===== src/rtl/mem_port_arbiter_pkg.sv =====
// mem_port_arbiter_pkg: shared state and access-size encodings for the unified memory port.
package mem_port_arbiter_pkg;
  typedef enum logic [1:0] {IDLE = 2'd0, FETCH = 2'd1, DATA = 2'd2} state_t;
  localparam logic [1:0] SZ_BYTE = 2'b00;
  localparam logic [1:0] SZ_HALF = 2'b01;
  localparam logic [1:0] SZ_WORD = 2'b10;
endpackage


===== src/rtl/mem_lat_counter.sv =====
// mem_lat_counter: loadable down-counter that parks at zero and flags done there.
module mem_lat_counter #(
  parameter int W = 2
) (
  input  logic         clk,
  input  logic         rst,
  input  logic         i_load,
  input  logic [W-1:0] i_val,
  output logic         o_done
);
  logic [W-1:0] r_cnt;
  always_ff @(posedge clk or posedge rst)
    if (rst) r_cnt <= '0;
    else if (i_load) r_cnt <= i_val;
    else if (r_cnt != '0) r_cnt <= r_cnt - W'(1);
  assign o_done = r_cnt == '0;
endmodule


===== src/rtl/mem_port_arbiter.sv =====
// mem_port_arbiter: shares one memory between fetch and data requesters, one access in flight,
// data-first priority with a starvation counter that forces fetch progress.
module mem_port_arbiter
  import mem_port_arbiter_pkg::*;
#(
  parameter int ADDR_W     = 8,
  parameter int MEM_LAT    = 2,
  parameter int STARVE_MAX = 3
) (
  input  logic              clk,
  input  logic              rst,
  input  logic              if_req,
  input  logic [ADDR_W-1:0] if_addr,
  input  logic              if_flush,
  output logic              if_ready,
  output logic [31:0]       if_rdata,
  input  logic              dm_req,
  input  logic              dm_we,
  input  logic [ADDR_W-1:0] dm_addr,
  input  logic [31:0]       dm_wdata,
  input  logic [1:0]        dm_size,
  input  logic              dm_signed,
  output logic              dm_ready,
  output logic [31:0]       dm_rdata,
  output logic              mem_read,
  output logic              mem_write,
  output logic [ADDR_W-1:0] mem_addr,
  output logic [31:0]       mem_data_in,
  output logic [1:0]        mem_AU_inst_sel,
  output logic              mem_signed_inst,
  input  logic [31:0]       mem_data_out
);
  localparam int CW = $clog2(MEM_LAT + 1);
  localparam int SW = $clog2(STARVE_MAX + 1);
  state_t            r_state;
  logic [ADDR_W-1:0] r_addr;
  logic              r_we, r_signed, r_kill, r_if_ready, r_dm_ready;
  logic [31:0]       r_wdata, r_if_rdata, r_dm_rdata;
  logic [1:0]        r_size;
  logic [SW-1:0]     r_starve;
  logic              w_idle, w_busy, w_dm_grant, w_if_grant, w_done, w_finish, w_kill;
  assign w_idle     = r_state == IDLE;
  assign w_busy     = !w_idle;
  assign w_dm_grant = w_idle && dm_req && !(if_req && r_starve == SW'(STARVE_MAX));
  assign w_if_grant = w_idle && if_req && !w_dm_grant;
  assign w_finish   = w_busy && w_done;
  assign w_kill     = r_kill || if_flush;
  mem_lat_counter #(.W(CW)) u_lat (
    .clk    (clk),
    .rst    (rst),
    .i_load (w_dm_grant || w_if_grant),
    .i_val  (CW'(MEM_LAT - 1)),
    .o_done (w_done)
  );
  always_ff @(posedge clk or posedge rst)
    if (rst) begin
      r_state    <= IDLE;
      r_addr     <= '0;
      r_we       <= 1'b0;
      r_wdata    <= '0;
      r_size     <= '0;
      r_signed   <= 1'b0;
      r_kill     <= 1'b0;
      r_starve   <= '0;
      r_if_ready <= 1'b0;
      r_dm_ready <= 1'b0;
      r_if_rdata <= '0;
      r_dm_rdata <= '0;
    end else begin
      r_state    <= w_dm_grant ? DATA : w_if_grant ? FETCH : w_finish ? IDLE : r_state;
      r_kill     <= w_finish ? 1'b0 : (r_state == FETCH && if_flush) ? 1'b1 : r_kill;
      r_if_ready <= w_finish && r_state == FETCH && !w_kill;
      r_dm_ready <= w_finish && r_state == DATA;
      if (w_finish && r_state == FETCH && !w_kill) r_if_rdata <= mem_data_out;
      if (w_finish && r_state == DATA) r_dm_rdata <= r_we ? 32'd0 : mem_data_out;
      if (!if_req || w_if_grant) r_starve <= '0;
      else if (w_dm_grant && r_starve != SW'(STARVE_MAX)) r_starve <= r_starve + SW'(1);
      // fetches latch as word-sized unsigned reads so the output path needs no state mux
      if (w_dm_grant || w_if_grant) begin
        r_addr   <= w_dm_grant ? dm_addr : if_addr;
        r_we     <= w_dm_grant && dm_we;
        r_wdata  <= w_dm_grant ? dm_wdata : 32'd0;
        r_size   <= w_dm_grant ? dm_size : SZ_WORD;
        r_signed <= w_dm_grant && dm_signed;
      end
    end
  assign if_ready        = r_if_ready;
  assign if_rdata        = r_if_rdata;
  assign dm_ready        = r_dm_ready;
  assign dm_rdata        = r_dm_rdata;
  assign mem_read        = w_busy && !r_we;
  assign mem_write       = w_busy && r_we;
  assign mem_addr        = w_busy ? r_addr : '0;
  assign mem_data_in     = w_busy ? r_wdata : 32'd0;
  assign mem_AU_inst_sel = w_busy ? r_size : 2'b00;
  assign mem_signed_inst = w_busy && r_signed;
endmodule


===== config.mk =====
export PLATFORM = sky130hd
export DESIGN_NAME = mem_port_arbiter
export DESIGN_NICKNAME = d
export VERILOG_FILES = /design/src/rtl/mem_port_arbiter_pkg.sv /design/src/rtl/mem_lat_counter.sv /design/src/rtl/mem_port_arbiter.sv
export SDC_FILE = /design/constraint.sdc
export NUM_CORES = 1
export LEC_CHECK = 0
export ABC_AREA = 1
export BUFFER_PORTS_ARGS = -buffer_cell sky130_fd_sc_hd__buf_4
export CORE_MARGIN = 4
export CORE_UTILIZATION = 52
export CTS_CLUSTER_SIZE = 28
export DETAILED_ROUTE_END_ITERATION = 10
export GPL_ROUTABILITY_DRIVEN = 1
export HOLD_SLACK_MARGIN = 0.1
export PLACE_DENSITY = 0.9
export SLEW_MARGIN = 25
export SYNTH_ARGS = -nofsm -noshare
export SYNTH_HDL_FRONTEND = slang
export SYNTH_SLANG_ARGS = --single-unit

===== constraint.sdc =====
create_clock -name clk -period 5.06 [get_ports clk]
set_input_delay 0 -clock clk [delete_from_list [all_inputs] [get_ports clk]]
set_output_delay 0 -clock clk [all_outputs]
set_load 0.01 [all_outputs]

==> flow_summary.yaml <==
run_status:
  status: "finished clean"
grt:
  track_usage: 0.328
  grt_pass1_wl_um: 28800
  antenna_found_initial: 0
  grt_pass1_vias: 5712
  grt-ovfl-total: 0
  grt_max_degree: 68
power:
  ir_drop_v: 0.000377
  power.switching_uw: 1960
  p_clk_frac: 0.233
  p_int_uw: 3050
  seqPwrFrac: 0.327
  post-layout-total-power_uw: 5010
  leakagePower_uw: 0.00436
  power_density_nw_per_um2: 622
  swShare: 0.391
  p_comb_frac: 0.440
floorplanning:
  die_w_um: 106
  die_h_um: 106
  fp.coreArea_sq_um: 9330
  ioPinCount: 200
  initial_core_util: 0.540
  dieArea_sq_um: 11300
  rows: 35
worst_setup_path:
  critPathKind: "reg -> reg"
  crit_slowest_cell: "nand3_2"
  critPathRequiredTime_ns: 5.50
  worstPathArrival_ns: 4.05
  end_kind: "flip-flop"
  crit_chain: "nor2_4 > buf_4 > nand3_2 > nand2_1 > nand3_1 > dlygate4sd3_1 > nand2_1 > dlygate4sd3_1"
  startpoint_type: "flip-flop"
  r2r-start: "r_state[0]"
  reg2reg_slack_ns: 1.45
  max_stage_delay_ns: 0.86
  r2r-end: "r_addr[7]"
  rr_worst_depth: 8
  crit_fanout: 58
cts:
  numCtsBuffers: 17
  htreeDepth: 4
  clk_latency_ns: 0.51
  post_cts_buffers: 0
  cts_tree: "done"
  cts_root_buf: "clkbuf_8"
  cts_sinks: 117
  clk_pin_slew_ns: 0.06
  clk_path_buf_depth: 2
synth:
  synth_top_area_frac: 0.581
  synth_seq_cells: 117
  synth_edf_count: 0
  syn_area_sq_um: 5040
  synth_top_area_cell: "dfrtp_1"
  syn-num-nets: 688
  syn-instance-count: 597
  synth.avg_cell_area_sq_um: 8.44
  async_reset_ff_frac: 1.00
  synth_cell_types: 22
  synth.area.top_cells: "dfrtp_1 (58%), inv_1 (10%), nand2_1 (9.5%), nand3_1 (4.6%), o22ai_1 (4.3%)"
  synth_warnings: 0
  ys_seq_area_frac: 0.581
  synth_ff_type: "dfrtp_1"
placed_design:
  gp_congestion: 0.826
  dp_hpwl_um: 9470
  place_inst: 897
  port_buffers: 199
cells_and_area:
  fin_cells: 1020
  final_nets: 969
  fin_util: 0.864
  antenna_cells: 0
  drive_gt1_frac: 0.275
  area_growth_pct: 59.9
timing:
  setup_violations: 0
  fin_crit_sh: 0.713
  rsz0062_at_grt: "false"
  fin_crit_ns: 3.61
  slew_headroom: 0.374
  worst_pin_slew_ns: 0.938
  finalHoldViolCount: 0
  whs_ns: 0.138
  setup-tns-final_ns: 0
  slew_violations: 0
  fmax_ghz: 0.277
  fin_skew_ns: 0.0130
detailed_routing:
  drc: 0
  wl_per_cell_um: 18.0
  drt_wl_total_um: 18400
  first_iter_violations: 440
  detail-route-antenna-nets: 0
  dr.pass1.iters: 5
  vias: 5505
  viasPerCell: 5.40
job:
  cap_violations: 0
min_path:
  hold_path_class: "in -> async"
-- critical path, delay by kind of cell (launching register included) --
family	cells	cell delay (ns)
flops	1	0.47
simple gates	5	1.42
buf+inv	3	1.62
-- state kept, by name, indices dropped and copies added (netlist names), 2 cells and up --
name and count:
r_wdata 32, if_rdata 32, r_starve 2, u_lat.r_cnt 2
r_size 2, r_addr 8, r_state 2, dm_rdata 32
-- worst max path at each step --
stage,to,slack [ns],cells after the start,start
floorplan,dm_rdata[0],1.96,1,rst
global route,r_addr[7],1.24,8,r_state[0]
detailed placement,r_wdata[17],2.61,4,r_state[0]
finish,r_addr[7],1.45,8,r_state[0]
CTS,r_addr[7],1.62,8,r_state[0]
global placement,r_size[1],2.67,5,r_state[0]
-- Yosys cell counts, types with 7 or more instances --
library cell and n:
inv_1 135, o21ai_0 29, clkbuf_1 8, o22ai_1 35, buf_4 8, nand4_1 10, o21ai_1 7, buf_2 16
dfrtp_1 117, nand3_1 46, nand2_1 128, nor2_1 46
-- kinds of logic after synthesis --
| kind of cell | count (synthesis) | share of synthesized area |
|---|---|---|
| simple gates | 235 | 0.196 |
| buf+inv | 170 | 0.137 |
| flops | 117 | 0.581 |
| compound gates | 73 | 0.0819 |
| fa+ha+maj | 2 | 0.00496 |
-- metrics by stage --
stage          cell area [sq um]  worst slack (ns)
4_1_cts                     8060              1.62
5_1_grt                     8060              1.24
6_report                    8060              1.45
3_5_place_dp                6570              2.61
2_1_floorplan               5040              1.96
3_3_place_gp                6570              2.67
-- cell type report --
cell class	count	area [sq um]
Clock buffer	18	428
Fill cell	438	1270
Sequential cell	117	2930
Timing Repair Buffer	294	2430
Multi-Input combinational cell	310	1440
Clock inverter	14	151
Inverter	138	520
Tap cell	129	161
-- cell usage in the layout, fill, tap and decap left out --
| master | synthesis | final |
|---|---|---|
| a21oi_1 | 1 | 1 |
| buf_4 | 8 | 203 |
| bufinv_16 | 0 | 2 |
| clkbuf_16 | 0 | 16 |
| clkbuf_8 | 0 | 2 |
| clkinv_2 | 0 | 2 |
| clkinv_4 | 0 | 3 |
| clkinvlp_4 | 0 | 5 |
| dfrtp_1 | 117 | 117 |
| dlygate4sd3_1 | 0 | 91 |
| ha_1 | 2 | 2 |
| inv_1 | 135 | 133 |
| inv_2 | 2 | 4 |
| inv_4 | 0 | 1 |
| inv_6 | 0 | 2 |
| nand2_1 | 128 | 128 |
| nand2_2 | 1 | 1 |
| nand3_1 | 46 | 46 |
| nand3_2 | 1 | 1 |
| nand4_1 | 10 | 10 |
| nor2_1 | 46 | 46 |
| nor2_4 | 0 | 1 |
| nor3_4 | 0 | 1 |
| nor3b_1 | 1 | 1 |
| o21ai_0 | 29 | 29 |
| o21ai_1 | 7 | 7 |
| o21ai_2 | 1 | 1 |
| o22ai_1 | 35 | 35 |
-- what timing repair did --
action,CTS,global route
endpoints found under the hold margin,165,0
hold buffers,91,0
gates resized for setup,0,0
-- power by group through the flow --
stage	sequential [uW]	combinational, uW	clock (uW)
after floorplan	1680	973	0
after global placement	1600	1920	0
after detailed placement	1620	1980	0
after CTS	1610	2110	1170
after global routing	1670	2380	1220
final	1640	2210	1170
-- routing by layer --
layer  vias up  track usage  wire length (um)
met5         -            0                 0
met1      2618        0.367              6360
li1       2388            -                 -
met4         0        0.178               953
met3        86        0.102              1950
met2       413        0.560              9090
(Power assumes the default switching activity.)
